$ cat src/rtl/fpu_pkg.sv
// -----------------------------------------------------------------------------
// fpu_pkg
// Shared definitions for the FP issue controller: controller state encoding,
// FP opcode width and FP opcode constants.
// -----------------------------------------------------------------------------
package fpu_pkg;

    localparam int FP_OPW = 3;

    typedef enum logic [1:0] {
        ST_IDLE   = 2'd0,
        ST_LAUNCH = 2'd1,
        ST_WAIT   = 2'd2,
        ST_WB     = 2'd3
    } fpu_state_e;

    localparam logic [FP_OPW-1:0] FP_OP_ADD  = 3'd0;
    localparam logic [FP_OPW-1:0] FP_OP_SUB  = 3'd1;
    localparam logic [FP_OPW-1:0] FP_OP_MUL  = 3'd2;
    localparam logic [FP_OPW-1:0] FP_OP_DIV  = 3'd3;
    localparam logic [FP_OPW-1:0] FP_OP_SQRT = 3'd4;
    localparam logic [FP_OPW-1:0] FP_OP_CVT  = 3'd5;
    localparam logic [FP_OPW-1:0] FP_OP_MIN  = 3'd6;
    localparam logic [FP_OPW-1:0] FP_OP_MAX  = 3'd7;

endpackage

$ cat src/rtl/fpu_timeout_ctr.sv
// -----------------------------------------------------------------------------
// fpu_timeout_ctr
// Counts cycles spent waiting for the FPU.
//   clk     : clock
//   rst     : synchronous active-high reset
//   clear   : zero the count (asserted the cycle before waiting starts)
//   enable  : one waiting cycle elapses this cycle
//   expired : the count including the current cycle has reached TIMEOUT
// -----------------------------------------------------------------------------
module fpu_timeout_ctr #(
    parameter int TIMEOUT = 16
) (
    input  logic clk,
    input  logic rst,
    input  logic clear,
    input  logic enable,
    output logic expired
);

    localparam int CW = $clog2(TIMEOUT + 1);
    localparam logic [CW-1:0] LIMIT = CW'(TIMEOUT);

    logic [CW-1:0] cnt_q;
    logic [CW-1:0] cnt_d;
    logic [CW-1:0] cnt_inc;

    // Comparing the incremented value means the TIMEOUT-th waiting cycle is
    // the last one: the controller leaves WAIT after exactly TIMEOUT cycles.
    // The count never exceeds TIMEOUT, which fits in CW bits.
    always_comb begin
        cnt_inc = cnt_q + CW'(1);
        expired = enable && (cnt_inc >= LIMIT);
        cnt_d   = cnt_q;
        if (clear) begin
            cnt_d = '0;
        end else if (enable) begin
            cnt_d = cnt_inc;
        end
    end

    // NOTE: sequential state uses non-blocking assignments so every flop
    // samples the pre-edge values regardless of block ordering.
    always_ff @(posedge clk) begin
        if (rst) begin
            cnt_q <= '0;
        end else begin
            cnt_q <= cnt_d;
        end
    end

endmodule

$ cat src/rtl/fpu_issue_ctrl.sv
// -----------------------------------------------------------------------------
// fpu_issue_ctrl
// Issues one FP instruction at a time to a multi-cycle FPU, stalls the core
// while it runs, writes the result back to the FP register file and keeps
// sticky exception / timeout status.
//   clk, rst                  : clock, synchronous active-high reset
//   issue_valid/op/rd         : decoded FP instruction from the core
//   stall                     : hold PC and register writes
//   fpu_start, fpu_op         : launch pulse and held opcode to the FPU
//   fpu_done/result/exc       : FPU completion pulse, result, exception flags
//   fp_we, fp_wn, fp_wd       : FP register-file write port
//   exc_sticky, exc_clr       : accumulated exception flags and their clear
//   timeout_err               : last operation was aborted by timeout
// -----------------------------------------------------------------------------
module fpu_issue_ctrl
    import fpu_pkg::*;
#(
    parameter int TIMEOUT = 16,
    parameter int OPW     = FP_OPW
) (
    input  logic           clk,
    input  logic           rst,
    input  logic           issue_valid,
    input  logic [OPW-1:0] issue_op,
    input  logic [4:0]     issue_rd,
    output logic           stall,
    output logic           fpu_start,
    output logic [OPW-1:0] fpu_op,
    input  logic           fpu_done,
    input  logic [31:0]    fpu_result,
    input  logic [4:0]     fpu_exc,
    output logic           fp_we,
    output logic [4:0]     fp_wn,
    output logic [31:0]    fp_wd,
    output logic [4:0]     exc_sticky,
    input  logic           exc_clr,
    output logic           timeout_err
);

    fpu_state_e     state_q,  state_d;
    logic [OPW-1:0] op_q,     op_d;
    logic [4:0]     rd_q,     rd_d;
    logic [31:0]    result_q, result_d;
    logic [4:0]     exc_q,    exc_d;
    logic           terr_q,   terr_d;

    logic done_acc;
    logic ctr_expired;

    fpu_timeout_ctr #(
        .TIMEOUT (TIMEOUT)
    ) u_timeout_ctr (
        .clk     (clk),
        .rst     (rst),
        .clear   (state_q == ST_LAUNCH),
        .enable  (state_q == ST_WAIT),
        .expired (ctr_expired)
    );

    // NOTE: every variable gets a default before the case so no path leaves
    // it unassigned, which would otherwise infer a latch.
    always_comb begin
        state_d  = state_q;
        op_d     = op_q;
        rd_d     = rd_q;
        result_d = result_q;
        terr_d   = terr_q;
        done_acc = 1'b0;

        unique case (state_q)
            ST_IDLE: begin
                if (issue_valid) begin
                    op_d    = issue_op;
                    rd_d    = issue_rd;
                    terr_d  = 1'b0;   // reads 0 for the whole LAUNCH cycle
                    state_d = ST_LAUNCH;
                end
            end
            ST_LAUNCH: state_d = ST_WAIT;
            ST_WAIT: begin
                // A done in the final waiting cycle beats the timeout.
                if (fpu_done) begin
                    done_acc = 1'b1;
                    result_d = fpu_result;
                    state_d  = ST_WB;
                end else if (ctr_expired) begin
                    terr_d  = 1'b1;
                    state_d = ST_IDLE;
                end
            end
            ST_WB:   state_d = ST_IDLE;
            default: state_d = ST_IDLE;
        endcase

        // Clear first, then merge the new flags, so a coincident clear keeps
        // only the flags of the completing operation.
        exc_d = (exc_clr ? 5'b0 : exc_q) | (done_acc ? fpu_exc : 5'b0);
    end

    always_ff @(posedge clk) begin
        if (rst) begin
            state_q  <= ST_IDLE;
            op_q     <= '0;
            rd_q     <= '0;
            result_q <= '0;
            exc_q    <= '0;
            terr_q   <= 1'b0;
        end else begin
            state_q  <= state_d;
            op_q     <= op_d;
            rd_q     <= rd_d;
            result_q <= result_d;
            exc_q    <= exc_d;
            terr_q   <= terr_d;
        end
    end

    // While rst is high the state register may still hold a pre-reset value,
    // so the pulses are masked and stall behaves as if the state were IDLE.
    always_comb begin
        fpu_start = !rst && (state_q == ST_LAUNCH);
        fp_we     = !rst && (state_q == ST_WB);
        if (rst) begin
            stall = issue_valid;
        end else begin
            stall = ((state_q == ST_IDLE) && issue_valid) ||
                    (state_q == ST_LAUNCH) || (state_q == ST_WAIT);
        end
    end

    assign fpu_op      = op_q;
    assign fp_wn       = rd_q;
    assign fp_wd       = result_q;
    assign exc_sticky  = exc_q;
    assign timeout_err = terr_q;

endmodule

$ cat config.mk
export PLATFORM = sky130hd
export DESIGN_NAME = fpu_issue_ctrl
export DESIGN_NICKNAME = d
export VERILOG_FILES = /design/src/rtl/fpu_pkg.sv /design/src/rtl/fpu_timeout_ctr.sv /design/src/rtl/fpu_issue_ctrl.sv
export SDC_FILE = /design/constraint.sdc
export NUM_CORES = 1
export LEC_CHECK = 0
export CAP_MARGIN = 20
export CORE_UTILIZATION = 40
export DETAILED_ROUTE_END_ITERATION = 12
export MAX_ROUTING_LAYER = met4
export PLACE_DENSITY = 0.8
export SYNTH_ARGS = -nofsm -noshare
export SYNTH_HDL_FRONTEND = slang
export SYNTH_SLANG_ARGS = --single-unit
$ cat constraint.sdc
create_clock -name clk -period 1.9 [get_ports clk]
set_clock_uncertainty 0.15 [all_clocks]
set_input_delay 0.19 -clock clk [delete_from_list [all_inputs] [get_ports clk]]
set_output_delay 0.19 -clock clk [all_outputs]
set_load 0.1 [all_outputs]
==> metrics.cfg, run 1 <==
[layout]
area_delta_synth_final_pct = 51.0
design_area_mm2 = 0.00308
antenna_cells = 0
drive_above_1_share_pct = 20.7
final_nets = 388

[place]
place_area_mm2 = 0.00298
numPortBuffers = 98
place_ws_ns = 0.230
globalplace.congestion = 0.784
place_hpwl_um = 3480

[drt]
vias = 1938
drt_iter0_drc = 57
vias_per_cell = 4.79
avgRoutedWirePerCell_um = 11.9
first_pass_iters = 4
totalWireLength_um = 4820
drc = 0
ant_nets = 0

[grt]
grt_use_total_pct = 18.8
grt_start_max_net_pins = 36
antenna_found_initial = 0
grt_overflow = 0
grt_pass1_vias = 1789
grt_first_pass_wirelength_um = 7750

[timing]
relSlewSlack_pct = 75.8
setup_viol = 0
setup_slack_ns = 0.146
rsz0062_at_grt = false
fmax_mhz = 570
worst_slew_pin_slew_ns = 0.363
min_period_ns = 1.75
min_period_over_period_pct = 92.3
slew_violations = 0
hold_viol_final = 0

[clock_tree]
post_cts_buffers = 0
cts-htree-levels = 2
holdBufCountCts = 0
cts_buffer_depth = 2
clkTransAtPathRegs_ns = 0.09
cts_root_buf = clkbuf_8
clock_latency_ns = 0.30
cts_buffers = 5
cts_tree = built
cts.sinks = 53

[power_and_ir_drop]
peakVddDrop_mv = 0.429
p_total_mw = 2.45
p_leak_nw = 1.23
p_per_area_mw_per_mm2 = 797

[floorplan]
die_x_um = 73.4
dieArea_mm2 = 0.00539
pin_count = 99
initial_utilization_pct = 42.3
core_mm2 = 0.00482
num_rows = 25
die_y_um = 73.4

[worst_setup_path]
r2r_cells = 4
critical_path_depth = 3
path_buf_inv = 1
path_delay_family = flip-flops
worst_setup_path_end_kind = output pin
arrival_ns = 1.41
cpPeakStageDelay_ns = 0.51
path_cells = o21ai_0, a21oi_4, buf_12
crit_fanout = 18
start_kind = flip-flop
criticalPathCategory = flip-flop to output pin
critPathRequiredTime_ns = 1.56
critPathSlowestCell = dfxtp_2

[logic_synthesis]
synth_xor_area_share_pct = 0.859
ys_seq_area_share_pct = 52.0
synth_simple_gate_area_share_pct = 22.7
yosys_warnings = 0
synthesis.area_mm2 = 0.00204
yosys.area.top_type = dfxtp_1
synthCells = 242
synth_fa_ha_area_share_pct = 0.613
synth.avg_cell_area_um2 = 8.43
synthesis.nets = 293
synth_top_family_by_area = simple AND/OR/NAND/NOR gates
synth_top_cell_area_share_pct = 52.0
synth-compound-area-share_pct = 13.1
synth_mux_area_share_pct = 4.91
synth-seq-cells = 53
synth_area_leaders = dfxtp_1 52%, nand2_1 12%, a21oi_1 9.6%, mux2i_1 4.9%, nor2_1 2.9%
yosysUniqueCellTypes = 32

[hold_path]
min_path_type = input pin to flip-flop
min_path_cells = 4

[outcome]
status = finished clean

[job]
maxCapViolations = 0

## worst register-to-register path: stages, from the launching register on
cell and delay [ns]:
dfxtp_1 0.39, ha_1 0.20, and3_1 0.27, nor3b_1 0.25
o32ai_1 0.12
## repair_timing
item,4_1_cts,5_1_grt
endpoints found under the setup margin,1,1
resized for setup,1,1
pin swaps,0,0
gates cloned,0,0
## cell usage in the layout (no fill, tap or decap), drive strengths merged
cell type,n
o32ai,1
a31oi,1
nand4b,1
dfxtp,53
and3,2
clkbuf,6
a22oi,1
buf,58
a32o,1
ha,1
nand3b,2
and2,1
mux2i,10
o311ai,1
nand2,67
clkdlybuf4s50,48
xnor2,2
o21ai,3
nor2b,6
nor2,16
a211o,1
clkinv,2
inv,3
nand2b,1
o31ai,1
a21oi,39
nand4,1
nand3,2
nor3,2
and3b,1
nor3b,4
## per-stage QoR
step           hold WS, ns  instances  TNS, ns  util (%)
2_1_floorplan        0.141        242   -0.268         -
3_3_place_gp         0.292        397        0      61.9
3_5_place_dp         0.297        397        0      61.9
4_1_cts             0.0876        405        0      63.9
5_1_grt              0.123        405        0      63.9
6_report            0.0902        405        0      63.9
## worst paths after layout
check	start	to	slack, ns
max reg2reg	u_timeout_ctr.cnt_q[0]	state_q[1]	0.40
min	rst	timeout_err	0.09
min reg2reg	fp_wd[25]	fp_wd[25]	0.31
max	state_q[0]	stall	0.15
## per-layer routing
layer | part of all wire [%] | vias up | track usage, % | routed length (um)
li1 | - | 985 | - | -
met1 | 43 | 868 | 22.9 | 2090
met2 | 48 | 78 | 30.9 | 2290
met3 | 7.9 | 7 | 4.80 | 378
met4 | 1.1 | 0 | 5.13 | 53
met5 | 0 | - | - | 0
## registers in the layout, summed over array words and instances (netlist names)
name,cells
fp_wd,32
exc_sticky,5
fp_wn,5
u_timeout_ctr.cnt_q,5
fpu_op,3
state_q,2
timeout_err,1
## kinds of logic (layout without fill, tap and decap cells)
logic type | count (synthesis) | count (layout)
buffers and inverters | 21 | 117
xor gates and xnor gates | 2 | 2
AOI/OAI and AO/OA | 49 | 49
DFF | 53 | 53
and+or+nand+nor | 106 | 106
adders and majority gates | 1 | 1
muxes | 10 | 10
## layout make-up
| class | instances | area [um^2] |
|---|---|---|
| multi-input cells | 168 | 875 |
| well taps | 67 | 83.8 |
| repair buffers | 106 | 951 |
| clock inverters | 2 | 13.8 |
| fillers | 436 | 1740 |
| inverters | 3 | 11.3 |
| flip-flops and latches | 53 | 1060 |
| clock buffers | 6 | 82.6 |
## cells in the mapped netlist, drive strengths merged
| library cell | instances |
|---|---|
| mux2i | 10 |
| nor3 | 2 |
| a22oi | 1 |
| nand3 | 2 |
| clkbuf | 6 |
| inv | 3 |
| and2 | 1 |
| a32o | 1 |
| a211o | 1 |
| xnor2 | 2 |
| o31ai | 1 |
| and3 | 2 |
| a31oi | 1 |
| nor3b | 4 |
| o32ai | 1 |
| ha | 1 |
| nor2 | 16 |
| o21ai | 3 |
| nand2b | 1 |
| buf | 12 |
| a21oi | 39 |
| nor2b | 6 |
| and3b | 1 |
| dfxtp | 53 |
| nand3b | 2 |
| nand4b | 1 |
| nand2 | 67 |
| o311ai | 1 |
| nand4 | 1 |
## power breakdown
part | total, mW | internal, mW | switching [mW]
logic | 0.612 | 0.205 | 0.406
clock network | 0.656 | 0.296 | 0.360
registers | 1.19 | 1.15 | 0.0343
total | 2.45 | 1.65 | 0.800
Power figures use the tool's default switching activity.
==> run 2, diff against run 1 <==
Settings changed: PLACE_DENSITY 0.8 to 0.79.
==> metrics.cfg, run 2 (synthesized netlist as in run 1, its figures left out) <==
[power_and_ir_drop]
p_leak_nw = 1.22
p_per_area_mw_per_mm2 = 788
peakVddDrop_mv = 0.536
p_total_mw = 2.42

[drt]
drc = 0
vias_per_cell = 4.86
first_pass_iters = 4
totalWireLength_um = 4960
vias = 1964
ant_nets = 0
avgRoutedWirePerCell_um = 12.3
drt_iter0_drc = 83

[clock_tree]
cts.sinks = 53
post_cts_buffers = 0
holdBufCountCts = 0
cts_buffers = 5
clock_latency_ns = 0.29
cts_tree = built
cts-htree-levels = 2
cts-resized-gates = 1
clkTransAtPathRegs_ns = 0.08
cts_buffer_depth = 2
cts_root_buf = clkbuf_8

[timing]
worst_slew_pin_slew_ns = 0.334
slew_violations = 0
min_period_ns = 1.76
hold_slack_ns = 0.110
fmax_mhz = 567
min_period_over_period_pct = 92.7
relSlewSlack_pct = 77.5
hold_viol_final = 0
setup_viol = 0
rsz0062_at_grt = false

[grt]
antenna_found_initial = 0
grt_first_pass_wirelength_um = 7950
grt_pass1_vias = 1817
grt_start_max_net_pins = 33
grt_use_total_pct = 19.7
grt_overflow = 0

[layout]
final_cell_mix = 67 x nand2_1, 54 x buf_4, 52 x dfxtp_1
design_area_mm2 = 0.00307
fin_cells = 404
drive_above_1_share_pct = 19.9
final_common_cell = nand2_1
largest_reg_flops = 32
fillers = 453
antenna_cells = 0
area_delta_synth_final_pct = 50.5
final_nets = 388
fin_util_pct = 63.7

[worst_setup_path]
criticalPathCategory = flip-flop to output pin
path_cells = o21ai_0, a21oi_4, buf_12
path_delay_family = flip-flops
arrival_ns = 1.42
critPathSlowestCell = dfxtp_1
worst_setup_path_end_kind = output pin
cpPeakStageDelay_ns = 0.51
path_buf_inv = 1
start_kind = flip-flop
crit_fanout = 11
critPathRequiredTime_ns = 1.56

[place]
place_area_mm2 = 0.00298
globalplace.congestion = 0.833
placed_cells = 397
place_hpwl_um = 3580
numPortBuffers = 98

[floorplan]
core_mm2 = 0.00482
initial_utilization_pct = 42.3
die_y_um = 73.4
num_rows = 25
die_x_um = 73.4
pin_count = 99
dieArea_mm2 = 0.00539

[hold_path]
min_path_type = input pin to flip-flop

[job]
maxCapViolations = 0

[outcome]
status = finished clean

==> run 2: layout make-up <==
type                    instances  area [um^2]  share of cell area [%]
inverters                       3         11.3                   0.367
well taps                      67         83.8                    2.73
clock buffers                   7         86.3                    2.81
multi-input cells             168          875                    28.5
repair buffers                106          951                    31.0
flip-flops and latches         53         1060                    34.6
==> run 2: path summary, 6_finish.rpt <==
kind	to	start	slack, ns	cells past startpoint
hold / removal	timeout_err	rst	0.11	4
setup reg to reg	u_timeout_ctr.cnt_q[4]	u_timeout_ctr.cnt_q[0]	0.37	4
setup / recovery	stall	state_q[0]	0.14	3
hold reg to reg	fp_wd[16]	fp_wd[16]	0.31	2
==> run 2: through the flow <==
stage | TNS, ns | setup WS (ns)
2_1_floorplan | -0.268 | -0.268
3_3_place_gp | 0 | 0.273
3_5_place_dp | 0 | 0.246
4_1_cts | 0 | 0.123
5_1_grt | 0 | 0.0462
6_report | 0 | 0.138
==> run 2: power breakdown <==
part / leakage (nW) / internal [mW] / switching (mW)
Clock: 0.0443 / 0.290 / 0.330
Sequential: 0.430 / 1.15 / 0.0339
Combinational: 0.745 / 0.205 / 0.408
Total: 1.22 / 1.65 / 0.772
==> run 2: tightest hold or removal path, delay by kind of cell <==
kind	cells	cell delay [ns]
buf+inv	2	0.17
simple gates	1	0.09
compound gates	1	0.06
==> run 2: metal layers <==
metal	share of wire [%]	GRT usage (%)	wire, um
met1	44	22.4	2160
met2	48	32.9	2370
met3	7.6	6.45	379
met4	0.93	6.41	46
met5	0	-	0
